===== config.mk =====
export PLATFORM = sky130hd
export DESIGN_NAME = multicycle_controller_flat
export DESIGN_NICKNAME = d
export VERILOG_FILES = /design/src/rtl/rv_mc_pkg.sv /design/src/rtl/multicycle_controller_if.sv /design/src/rtl/multicycle_controller_alu_decoder.sv /design/src/rtl/multicycle_controller.sv /design/src/flat_wrapper.sv
export SDC_FILE = /design/constraint.sdc
export NUM_CORES = 1
export LEC_CHECK = 0
export ABC_AREA = 1
export CAP_MARGIN = 20
export CORE_AREA = 2 2 39 41
export DETAILED_ROUTE_END_ITERATION = 8
export DIE_AREA = 0 0 41 43
export DONT_BUFFER_PORTS = 1
export PLACE_DENSITY_LB_ADDON = 0.08
export SETUP_SLACK_MARGIN = 0.1
export SKIP_CTS_REPAIR_TIMING = 1
export SLEW_MARGIN = 10
export SYNTH_ARGS = -nofsm -noshare
export SYNTH_HDL_FRONTEND = slang
export SYNTH_HIERARCHICAL = 1
export SYNTH_SLANG_ARGS = --single-unit

===== constraint.sdc =====
create_clock -name clk -period 2.3 [get_ports clk]
set_input_delay 0.46 -clock clk [delete_from_list [all_inputs] [get_ports clk]]
set_output_delay 0.46 -clock clk [all_outputs]
set_load 0.02 [all_outputs]

===== src/rtl/rv_mc_pkg.sv =====
// Shared types and encodings for the multicycle RV32I controller and its datapath.
package rv_mc_pkg;

    typedef enum logic [3:0] {
        FETCH    = 4'd0,
        DECODE   = 4'd1,
        MEMADR   = 4'd2,
        MEMREAD  = 4'd3,
        MEMWRITE = 4'd4,
        MEMWB    = 4'd5,
        EXECR    = 4'd6,
        EXECI    = 4'd7,
        ALUWB    = 4'd8,
        BEQ      = 4'd9,
        JAL      = 4'd10,
        TRAP     = 4'd11
    } state_t;

    typedef enum logic [1:0] {
        ALUOP_ADD   = 2'b00,
        ALUOP_SUB   = 2'b01,
        ALUOP_FUNCT = 2'b10
    } aluop_t;

    localparam logic [6:0] OP_LW  = 7'b0000011;
    localparam logic [6:0] OP_SW  = 7'b0100011;
    localparam logic [6:0] OP_R   = 7'b0110011;
    localparam logic [6:0] OP_I   = 7'b0010011;
    localparam logic [6:0] OP_BEQ = 7'b1100011;
    localparam logic [6:0] OP_JAL = 7'b1101111;

    localparam logic [2:0] ALUC_ADD = 3'b000;
    localparam logic [2:0] ALUC_SUB = 3'b001;
    localparam logic [2:0] ALUC_AND = 3'b010;
    localparam logic [2:0] ALUC_OR  = 3'b011;
    localparam logic [2:0] ALUC_SLT = 3'b101;

    localparam logic [1:0] RES_ALUOUT    = 2'b00;
    localparam logic [1:0] RES_DATA      = 2'b01;
    localparam logic [1:0] RES_ALURESULT = 2'b10;

    localparam logic [1:0] SRCA_PC    = 2'b00;
    localparam logic [1:0] SRCA_OLDPC = 2'b01;
    localparam logic [1:0] SRCA_A     = 2'b10;

    localparam logic [1:0] SRCB_B    = 2'b00;
    localparam logic [1:0] SRCB_IMM  = 2'b01;
    localparam logic [1:0] SRCB_FOUR = 2'b10;

    localparam logic [1:0] IMM_I = 2'b00;
    localparam logic [1:0] IMM_S = 2'b01;
    localparam logic [1:0] IMM_B = 2'b10;
    localparam logic [1:0] IMM_J = 2'b11;

    // Only add/slt/or/and are implemented for R- and I-type ALU ops.
    function automatic logic funct3_alu_legal(input logic [2:0] f3);
        return (f3 == 3'b000) || (f3 == 3'b010) || (f3 == 3'b110) || (f3 == 3'b111);
    endfunction

endpackage


===== src/rtl/multicycle_controller_if.sv =====
// Instruction fields and status in, datapath controls out, between controller and datapath.
interface multicycle_controller_if;
    logic [6:0] op;
    logic [2:0] funct3;
    logic       funct7b5;
    logic       Zero;
    logic       MemReady;
    logic       PCWrite;
    logic       AdrSrc;
    logic       MemWrite;
    logic       IRWrite;
    logic [1:0] ResultSrc;
    logic [1:0] ALUSrcA;
    logic [1:0] ALUSrcB;
    logic       RegWrite;
    logic [1:0] ImmSrc;
    logic [2:0] ALUControl;
    logic       Illegal;

    modport master (
        input  op, funct3, funct7b5, Zero, MemReady,
        output PCWrite, AdrSrc, MemWrite, IRWrite, ResultSrc, ALUSrcA, ALUSrcB,
               RegWrite, ImmSrc, ALUControl, Illegal
    );

    modport slave (
        output op, funct3, funct7b5, Zero, MemReady,
        input  PCWrite, AdrSrc, MemWrite, IRWrite, ResultSrc, ALUSrcA, ALUSrcB,
               RegWrite, ImmSrc, ALUControl, Illegal
    );
endinterface


===== src/rtl/multicycle_controller_alu_decoder.sv =====
// Maps ALUOp plus instruction function bits onto the ALU operation code.
module alu_decoder
    import rv_mc_pkg::*;
(
    input  aluop_t     aluop,
    input  logic [2:0] funct3,
    input  logic       op5,
    input  logic       funct7b5,
    output logic [2:0] alucontrol
);

    // ALU operation select; sub only for R-type with funct7b5 set.
    always_comb begin
        alucontrol = ALUC_ADD;
        case (aluop)
            ALUOP_ADD: alucontrol = ALUC_ADD;
            ALUOP_SUB: alucontrol = ALUC_SUB;
            ALUOP_FUNCT: begin
                case (funct3)
                    3'b000:  alucontrol = (op5 && funct7b5) ? ALUC_SUB : ALUC_ADD;
                    3'b010:  alucontrol = ALUC_SLT;
                    3'b110:  alucontrol = ALUC_OR;
                    3'b111:  alucontrol = ALUC_AND;
                    default: alucontrol = ALUC_ADD;
                endcase
            end
            default: alucontrol = ALUC_ADD;
        endcase
    end

endmodule


===== src/rtl/multicycle_controller.sv =====
// Sequencing FSM for the shared-memory multicycle RV32I datapath, with memory
// handshake stalls and a sticky trap on unsupported instructions.
module multicycle_controller
    import rv_mc_pkg::*;
(
    input  logic                          clk,
    input  logic                          reset,
    multicycle_controller_if.master       bus
);

    state_t     state_r;
    state_t     next_state_s;
    aluop_t     aluop_s;
    logic       pcupdate_s;
    logic       branch_s;
    logic       adrsrc_s;
    logic       memwrite_s;
    logic       irwrite_s;
    logic       regwrite_s;
    logic       illegal_s;
    logic [1:0] resultsrc_s;
    logic [1:0] alusrca_s;
    logic [1:0] alusrcb_s;
    logic [1:0] immsrc_s;
    logic [2:0] alucontrol_s;

    // State register with synchronous reset to FETCH.
    always_ff @(posedge clk) begin
        if (reset) begin
            state_r <= FETCH;
        end else begin
            state_r <= next_state_s;
        end
    end

    // Next-state and per-state control outputs.
    always_comb begin
        next_state_s = state_r;
        aluop_s      = ALUOP_ADD;
        pcupdate_s   = 1'b0;
        branch_s     = 1'b0;
        adrsrc_s     = 1'b0;
        memwrite_s   = 1'b0;
        irwrite_s    = 1'b0;
        regwrite_s   = 1'b0;
        illegal_s    = 1'b0;
        resultsrc_s  = RES_ALUOUT;
        alusrca_s    = SRCA_PC;
        alusrcb_s    = SRCB_B;
        case (state_r)
            FETCH: begin
                alusrcb_s   = SRCB_FOUR;
                resultsrc_s = RES_ALURESULT;
                irwrite_s   = bus.MemReady;
                pcupdate_s  = bus.MemReady;
                next_state_s = bus.MemReady ? DECODE : FETCH;
            end
            DECODE: begin
                // Branch/jump target is precomputed here into ALUOut.
                alusrca_s = SRCA_OLDPC;
                alusrcb_s = SRCB_IMM;
                case (bus.op)
                    OP_LW, OP_SW: next_state_s = (bus.funct3 == 3'b010) ? MEMADR : TRAP;
                    OP_R:         next_state_s = funct3_alu_legal(bus.funct3) ? EXECR : TRAP;
                    OP_I:         next_state_s = funct3_alu_legal(bus.funct3) ? EXECI : TRAP;
                    OP_BEQ:       next_state_s = (bus.funct3 == 3'b000) ? BEQ : TRAP;
                    OP_JAL:       next_state_s = JAL;
                    default:      next_state_s = TRAP;
                endcase
            end
            MEMADR: begin
                alusrca_s    = SRCA_A;
                alusrcb_s    = SRCB_IMM;
                next_state_s = (bus.op == OP_LW) ? MEMREAD : MEMWRITE;
            end
            MEMREAD: begin
                adrsrc_s     = 1'b1;
                next_state_s = bus.MemReady ? MEMWB : MEMREAD;
            end
            MEMWRITE: begin
                adrsrc_s     = 1'b1;
                memwrite_s   = 1'b1;
                next_state_s = bus.MemReady ? FETCH : MEMWRITE;
            end
            MEMWB: begin
                resultsrc_s  = RES_DATA;
                regwrite_s   = 1'b1;
                next_state_s = FETCH;
            end
            EXECR: begin
                alusrca_s    = SRCA_A;
                aluop_s      = ALUOP_FUNCT;
                next_state_s = ALUWB;
            end
            EXECI: begin
                alusrca_s    = SRCA_A;
                alusrcb_s    = SRCB_IMM;
                aluop_s      = ALUOP_FUNCT;
                next_state_s = ALUWB;
            end
            ALUWB: begin
                regwrite_s   = 1'b1;
                next_state_s = FETCH;
            end
            BEQ: begin
                alusrca_s    = SRCA_A;
                aluop_s      = ALUOP_SUB;
                branch_s     = 1'b1;
                next_state_s = FETCH;
            end
            JAL: begin
                // PC <= target from ALUOut while ALU forms OldPC+4 for rd.
                alusrca_s    = SRCA_OLDPC;
                alusrcb_s    = SRCB_FOUR;
                pcupdate_s   = 1'b1;
                next_state_s = ALUWB;
            end
            TRAP: begin
                illegal_s    = 1'b1;
                next_state_s = TRAP;
            end
            default: next_state_s = FETCH;
        endcase
    end

    // Immediate format follows the opcode directly.
    always_comb begin
        immsrc_s = IMM_I;
        case (bus.op)
            OP_SW:   immsrc_s = IMM_S;
            OP_BEQ:  immsrc_s = IMM_B;
            OP_JAL:  immsrc_s = IMM_J;
            default: immsrc_s = IMM_I;
        endcase
    end

    alu_decoder u_alu_decoder (
        .aluop      (aluop_s),
        .funct3     (bus.funct3),
        .op5        (bus.op[5]),
        .funct7b5   (bus.funct7b5),
        .alucontrol (alucontrol_s)
    );

    assign bus.PCWrite    = pcupdate_s | (branch_s & bus.Zero);
    assign bus.AdrSrc     = adrsrc_s;
    assign bus.MemWrite   = memwrite_s;
    assign bus.IRWrite    = irwrite_s;
    assign bus.ResultSrc  = resultsrc_s;
    assign bus.ALUSrcA    = alusrca_s;
    assign bus.ALUSrcB    = alusrcb_s;
    assign bus.RegWrite   = regwrite_s;
    assign bus.ImmSrc     = immsrc_s;
    assign bus.ALUControl = alucontrol_s;
    assign bus.Illegal    = illegal_s;

endmodule


===== src/flat_wrapper.sv =====
// flat-port wrapper written by rule: the top's interface ports become plain ports
module multicycle_controller_flat import rv_mc_pkg::*;
  (clk, reset, bus_op, bus_funct3, bus_funct7b5, bus_Zero, bus_MemReady, bus_PCWrite, bus_AdrSrc, bus_MemWrite, bus_IRWrite, bus_ResultSrc, bus_ALUSrcA, bus_ALUSrcB, bus_RegWrite, bus_ImmSrc, bus_ALUControl, bus_Illegal);
  multicycle_controller_if bus_i ();
  input  logic clk;
  input  logic reset;
  input wire logic [$bits(bus_i.op)-1:0] bus_op;
  input wire logic [$bits(bus_i.funct3)-1:0] bus_funct3;
  input wire logic [$bits(bus_i.funct7b5)-1:0] bus_funct7b5;
  input wire logic [$bits(bus_i.Zero)-1:0] bus_Zero;
  input wire logic [$bits(bus_i.MemReady)-1:0] bus_MemReady;
  output wire logic [$bits(bus_i.PCWrite)-1:0] bus_PCWrite;
  output wire logic [$bits(bus_i.AdrSrc)-1:0] bus_AdrSrc;
  output wire logic [$bits(bus_i.MemWrite)-1:0] bus_MemWrite;
  output wire logic [$bits(bus_i.IRWrite)-1:0] bus_IRWrite;
  output wire logic [$bits(bus_i.ResultSrc)-1:0] bus_ResultSrc;
  output wire logic [$bits(bus_i.ALUSrcA)-1:0] bus_ALUSrcA;
  output wire logic [$bits(bus_i.ALUSrcB)-1:0] bus_ALUSrcB;
  output wire logic [$bits(bus_i.RegWrite)-1:0] bus_RegWrite;
  output wire logic [$bits(bus_i.ImmSrc)-1:0] bus_ImmSrc;
  output wire logic [$bits(bus_i.ALUControl)-1:0] bus_ALUControl;
  output wire logic [$bits(bus_i.Illegal)-1:0] bus_Illegal;
  assign bus_i.op = bus_op;
  assign bus_i.funct3 = bus_funct3;
  assign bus_i.funct7b5 = bus_funct7b5;
  assign bus_i.Zero = bus_Zero;
  assign bus_i.MemReady = bus_MemReady;
  assign bus_PCWrite = bus_i.PCWrite;
  assign bus_AdrSrc = bus_i.AdrSrc;
  assign bus_MemWrite = bus_i.MemWrite;
  assign bus_IRWrite = bus_i.IRWrite;
  assign bus_ResultSrc = bus_i.ResultSrc;
  assign bus_ALUSrcA = bus_i.ALUSrcA;
  assign bus_ALUSrcB = bus_i.ALUSrcB;
  assign bus_RegWrite = bus_i.RegWrite;
  assign bus_ImmSrc = bus_i.ImmSrc;
  assign bus_ALUControl = bus_i.ALUControl;
  assign bus_Illegal = bus_i.Illegal;
  multicycle_controller u_core (.clk(clk), .reset(reset), .bus(bus_i));
endmodule

## Word-level counts from Yosys, hierarchy flattened

Index checks and enable logic that the tools add are counted.

| operators by class | value |
|---|---|
| eq/ne operators | 22 |
| mux-type cells | 25 |
| bitwise logic cells | 2 |
| reduce and logical (&&, ||, !) cells | 15 |

Operators with widths:

| cell | count |
|---|---|
| $pmux W4 S7 | 1 |
| $pmux W4 S5 | 1 |
| $eq A4 B3 Y1 const B | 4 |
| $eq A4 B4 Y1 const B | 4 |
| $pmux W2 S2 | 4 |
| $eq A7 B6 Y1 const B | 2 |
| $eq A7 B7 Y1 const B | 2 |
| $mux W4 | 3 |
| $pmux W3 S4 | 1 |
| $reduce_or A2 Y1 | 6 |
| $mux W3 | 3 |
| $eq A4 B2 Y1 const B | 2 |
| $mux W1 | 8 |
| $eq A7 B2 Y1 const B | 1 |
| $eq A7 B5 Y1 const B | 1 |
| $eq A3 B3 Y1 const B | 2 |
| $pmux W2 S3 | 1 |
| $pmux W3 S2 | 1 |
| $reduce_or A3 Y1 | 2 |
| $eq A4 B1 Y1 const B | 1 |
| $logic_not A4 Y1 | 1 |
| $reduce_or A4 Y1 | 1 |
| $eq A3 B2 Y1 const B | 1 |
| $logic_not A3 Y1 | 1 |
| 8 further kinds | 10 |

| storage, ports and cells | value |
|---|---|
| register bits | 4 |

## Logic depth before layout (Yosys ltp)

Gate-level depths: netlist of run 1.

| depth | value |
|---|---|
| word-level depth | 7 |
| mapped depth | 10 |
| mapped depth without buffers | 10 |

## Hierarchy

The synthesis of run 1 kept the hierarchy.

Modules (own cells, without submodules):

| module | times used | cells an instance | area an instance (um^2) | seq. area each (um^2) |
|---|---|---|---|---|
| multicycle_controller | 1 | 107 | 568.0 | 80.1 |
| alu_decoder | 1 | 17 | 91.3 | 0.0 |

## Least setup slack after synthesis of run 1

No wires, ideal clock.

| path | value |
|---|---|
| path kind | reg2out |
| from | register u_core.state_r[3] |
| to | output port bus_ALUControl[2] |
| arrival time | 1.610 ns |
| setup slack | 0.230 ns |
| stages on the path, launching flop included | 10 |
| buffers on the path | 0 |
| cell sequence | dfxtp_1 inv_1 nor2_1 inv_1 nor2_1 inv_1 ha_1 inv_1 nand4_1 nor2_1 |

| on the way | value |
|---|---|
| longest elaborated chain between the ends | 5 |

RTL lines:

| element | RTL line | RTL |
|---|---|---|
| start: declaration | multicycle_controller.sv:11 | `state_t state_r;` |
| start signal: assignment | multicycle_controller.sv:32 | `state_r <= next_state_s;` |
| $eq A4 B3 Y1 | multicycle_controller.sv:50 | `case (state_r)` |
| $reduce_or A2 Y1 (no source line) | - |  |
| $pmux W2 S2 (*) | multicycle_controller.sv:50 |  |
| named net u_core.aluop_s[0] | multicycle_controller.sv:13 | `aluop_t aluop_s;` |
| $eq A2 B2 Y1 / $eq A2 B1 Y1 (equally long branches) | multicycle_controller_alu_decoder.sv:15 | `case (aluop)` |
| $pmux W3 S2 (*) | multicycle_controller_alu_decoder.sv:15 |  |
| end: declaration | flat_wrapper.sv:21 | `output wire logic [$bits(bus_i.ALUControl)-1:0] bus_ALUControl;` |

Mark *: on every way through the listed nets, which the timed path passes. The rest lies on a longest branch.

## Final worst setup path of run 1

Same ends and word-level chain as after synthesis.

==> results of run 1 <==
[cell usage after synthesis, types with 2 or more instances]
cell type	count	area (µm²)
nor2_1	20	75.1
nand4_1	2	12.5
o21ai_1	4	20.0
dfxtp_1	4	80.1
nor2_2	6	37.5
a21oi_1	6	30.0
nand2_1	26	97.6
nor2_4	3	33.8
o21ai_0	2	10.0
inv_2	8	30.0
inv_1	18	67.6
nand3_1	11	55.1
ha_1	2	25.0
nand2_2	5	31.3
[metrics by stage]
| step | hold WS [ns] | power [mW] | cells | utilization (%) |
|---|---|---|---|---|
| 6_report | 0.283 | 0.340 | 147 | 55.2 |
| 3_3_place_gp | 0.533 | 0.242 | 143 | 50.7 |
| 2_1_floorplan | 0.529 | 0.224 | 124 | - |
| 4_1_cts | 0.285 | 0.333 | 146 | 52.4 |
| 5_1_grt | 0.276 | 0.371 | 147 | 55.2 |
| 3_5_place_dp | 0.532 | 0.244 | 143 | 50.7 |
[cell type report]
cell class / count / area (µm²) / area share (%)
sequential: 4 / 83.8 / 11.0
tap: 16 / 20.0 / 2.62
clock buffer: 3 / 22.5 / 2.95
inverter: 26 / 97.6 / 12.8
multi-input combinational: 94 / 509 / 66.7
timing repair buffer: 4 / 30.0 / 3.93
[worst register-to-register path, stage by stage (launching register included)]
cell and delay, ns:
dfxtp_2 0.34, nor2_2 0.17, inv_2 0.10, nor2_4 0.17
nand2_2 0.09, o21ai_1 0.09, a21oi_1 0.06, a21oi_1 0.14
[where the power goes]
group	internal [mW]	switching, mW	total [mW]
logic	0.0454	0.119	0.165
registers	0.0787	0.00997	0.0886
clock network	0.0584	0.0287	0.0871
total	0.182	0.158	0.340
[layer usage]
layer	track usage, %	up-vias	wire [µm]	part of all wire, %
li1	-	406	-	-
met1	22.8	350	637	40
met2	32.5	33	824	51
met3	5.76	2	128	8.0
met4	4.00	0	15	0.93
met5	0	-	0	0
[logic make-up after synthesis]
family | Yosys count | synth area share, %
adder cells (fa/ha/maj) | 2 | 3.79
flip-flops | 4 | 12.1
AND/OR/NAND/NOR | 76 | 55.4
buffers and inverters | 26 | 14.8
AO/OA/AOI/OAI | 16 | 13.9
[final timing paths]
path	to	slack, ns
setup / recovery	bus_ALUControl[2]	0.20
hold / removal	u_core/state_r[3]	0.28
setup reg to reg	u_core/state_r[0]	1.06
hold reg to reg	u_core/state_r[3]	0.56
==> results_dict.tcl, run 1 <==
set metrics [dict create \
    cts_num_sinks 4 \
    regMostFlops "u_core/state_r" \
    syn_area_um2 659 \
    via_per_inst 5.38 \
    worstRegToRegCells 7 \
    synth_seq_cells 4 \
    hpwl_mm 1.28 \
    area_growth_pct 15.7 \
    rsz0062_at_grt "false" \
    die-area_mm2 0.00176 \
    clock_skew_ns 0.00283 \
    die_w_um 41 \
    ys_seq_area_share_pct 12.1 \
    maxCapViolCount 0 \
    path_common_cell "inv_1" \
    cts_buffers 3 \
    grtUsageTotal_pct 19.3 \
    p_leak_nw 0.391 \
    hp-start "reset" \
    drive_gt1_share_pct 29.8 \
    syn_inst 124 \
    final.setup.tns_ns 0 \
    core_area_mm2 0.00138 \
    slew_headroom_pct 57.5 \
    layout_commonest_cell "nand2_1" \
    clk_path_buf_depth 2 \
    num_io_pins 32 \
    fin_ws_ns 0.200 \
    hold-path-cell-count 1 \
    htreeDepth 1 \
    cpPeakStageDelay_ns 0.33 \
    drv_slew 0 \
    cts_tree "yes" \
    cp_max_fo 3 \
    crit_family "buffers and inverters" \
    peakVddDrop_mv 0.353 \
    clock_latency_ns 0.23 \
    overflow 0 \
    largest_reg_flops 4 \
    startpoint_type "flip-flop" \
    grt_max_degree 7 \
    gp_congestion 0.768 \
    grt_pass1_vias 673 \
    reg2reg_from "u_core/state_r[2]" \
    finalNetCount 150 \
    hp-class "in -> reg" \
    crit_type "reg -> out" \
    reg_top3 "u_core/state_r (4)" \
    clk_pin_slew_ns 0.04 \
    outcome "completed" \
    wl_mm 1.61 \
    design_area_um2 763 \
    finalHoldViolCount 0 \
    rows 14 \
    tightest_slew_ns 0.631 \
    setup_viol_count_final 0 \
    crit_slowest_cell "dfxtp_2" \
    synth_area_per_cell_um2 5.32 \
    period_needed_ns 2.10 \
    grt_pass1_wl_mm 2.40 \
    fillers 162 \
    final_cell_mix "nand2_1 (25), inv_1 (17), nor2_1 (17)" \
    antenna_left 0 \
    crit_chain "inv_2 > nor2_4 > inv_1 > nor2_2 > inv_1 > ha_4 > inv_1 > nand4_1 > nor2_1 > buf_4" \
    antenna_found_initial 0 \
    critPathBufInv 5 \
    crit_cells 10 \
    synth_cell_types 21 \
    die_h_um 43 \
    drtPass1Iterations 4 \
    period_share_pct 91.3 \
    synthFlopType "dfxtp_1" \
    drt-wirelength-per-cell_um 10.9 \
    initial_core_util_pct 47.6 \
    power_density_mw_per_mm2 446 \
    drc 0 \
    drtIter0Drc 22 \
    synth_nets 141 \
    place_area_um2 702 \
    via_count 791 \
    synthArstFlopShare_pct 0 \
    portBuffers 0 \
    startpoint "u_core/state_r[3]" \
    preCtsSetupSlack_ns 0.242 \
    yosysWarnings 6 \
    fmaxAchievable_mhz 476 \
    required_ns 1.84 \
    cts_root_buffer "clkbuf_4" \
    antenna_cells 0 \
    critical_path_arrival_ns 1.64 \
    synth_edf_count 0 \
    endpoint_kind "output port" \
]
No activity file was read; power rests on OpenSTA's default activity.
==> run 2: changes to the inputs <==
clock period = 2.15 ns   (was 2.3 ns; I/O delays follow)
==> results_dict.tcl, run 2 (same netlist as run 1, synthesis figures left out) <==
set metrics [dict create \
    required_ns 1.72 \
    drt-wirelength-per-cell_um 10.9 \
    clock_latency_ns 0.23 \
    r2r_slack_ns 0.80 \
    core_area_mm2 0.00138 \
    final_cell_mix "nand2_1 (25), nor2_1 (17), inv_1 (14)" \
    critical_path_arrival_ns 1.61 \
    hp-start "reset" \
    die-area_mm2 0.00176 \
    cpPeakStageDelay_ns 0.39 \
    hold-path-cell-count 1 \
    crit_type "reg -> out" \
    initial_core_util_pct 47.6 \
    drtIter0Drc 22 \
    grt_max_degree 7 \
    gp_congestion 0.810 \
    crit_chain "nand2_2 > nor2_2 > ha_4 > inv_2 > nand4_1 > nor2_1 > buf_4" \
    power_density_mw_per_mm2 476 \
    hpwl_mm 1.31 \
    cts_num_sinks 4 \
    period_needed_ns 2.04 \
    power_uw 386 \
    crit_slowest_cell "dfxtp_2" \
    cts_tree "yes" \
    ff_latch_area_um2 83.8 \
    peakVddDrop_mv 0.230 \
    fmaxAchievable_mhz 491 \
    clk_path_buf_depth 2 \
    cts_buffers 3 \
    die_h_um 43 \
    layout_commonest_cell "nand2_1" \
    drtPass1Iterations 4 \
    regMostFlops "u_core/state_r" \
    overflow 0 \
    slew_headroom_pct 68.1 \
    fillers 156 \
    worstRegToRegCells 7 \
    rsz0062_at_grt "true" \
    antenna_left 0 \
    clk_pin_slew_ns 0.04 \
    cp_max_fo 6 \
    endpoint_kind "output port" \
    hold_end "u_core/state_r[0]" \
    largest_reg_flops 4 \
    grt_pass1_vias 671 \
    drive_gt1_share_pct 34.6 \
    setup_viol_count_final 0 \
    num_io_pins 32 \
    maxCapViolCount 0 \
    clock_skew_ns 0.00331 \
    htreeDepth 1 \
    grt_pass1_wl_mm 2.55 \
    reg2reg_from "u_core/state_r[1]" \
    antenna_found_initial 0 \
    multi_input_area_um2 519 \
    via_count 799 \
    outcome "completed" \
    portBuffers 0 \
    finalNetCount 155 \
    rows 14 \
    timing.rr.end "u_core/state_r[2]" \
    period_share_pct 94.8 \
    drc 0 \
    cts_root_buffer "clkbuf_4" \
    finalHoldViolCount 0 \
    hp-class "in -> reg" \
    reg_top3 "u_core/state_r (4)" \
    p_leak_nw 0.415 \
    drv_slew 0 \
    tightest_slew_ns 0.476 \
    via_per_inst 5.26 \
    area_growth_pct 23.0 \
    grtUsageTotal_pct 20.6 \
    wl_mm 1.65 \
    startpoint_type "flip-flop" \
    final.setup.tns_ns 0 \
    die_w_um 41 \
    antenna_cells 0 \
]
[run 2: final cells by class]
class | count | area share (%)
flip-flops and latches | 4 | 10.3
well taps | 16 | 2.47
multi-input cells | 94 | 64.0
repair buffers | 9 | 8.33
clock buffers | 3 | 2.78
inverters | 26 | 12.0
[run 2: how the worst max path moves through the flow]
| stage | start | to | cells past startpoint |
|---|---|---|---|
| global placement | u_core/state_r[0] | bus_ALUControl[2] | 8 |
| detailed placement | u_core/state_r[3] | bus_ALUControl[2] | 10 |
| floorplan | u_core/state_r[3] | bus_ALUControl[2] | 9 |
| global route | u_core/state_r[2] | bus_ALUControl[2] | 7 |
| CTS | u_core/state_r[3] | bus_ALUControl[2] | 10 |
| finish | u_core/state_r[2] | bus_ALUControl[2] | 7 |
[run 2: critical path: cells and delay by family (launching register included)]
| family | cells | cell delay (ns) |
|---|---|---|
| adder cells (fa/ha/maj) | 1 | 0.24 |
| AND/OR/NAND/NOR | 4 | 0.55 |
| buffers and inverters | 2 | 0.20 |
| flip-flops | 1 | 0.39 |
[run 2: routing by layer]
layer | vias up | GRT usage, % | share of wire [%]
met3 | 0 | 3.66 | 6.3
li1 | 417 | - | -
met5 | - | 0 | 0
met1 | 358 | 24.0 | 41
met2 | 24 | 34.7 | 52
met4 | 0 | 8.00 | 0
[run 2: through the flow]
step	setup slack (ns)	util, %	instances	instance area, µm²	hold slack, ns
CTS	-0.0441	54.5	150	754	0.257
detailed placement	0.213	52.9	147	732	0.503
global placement	0.271	52.9	147	732	0.502
floorplan	0.110	-	124	659	0.499
global route	0.0363	58.6	152	811	0.255
finish	0.111	58.6	152	811	0.253
[run 2: report_power, final]
part	internal [mW]	leakage (nW)	switching [mW]	total, mW
Sequential	0.0842	0.0340	0.0119	0.0961
Combinational	0.0632	0.368	0.133	0.196
Clock	0.0625	0.0138	0.0309	0.0933
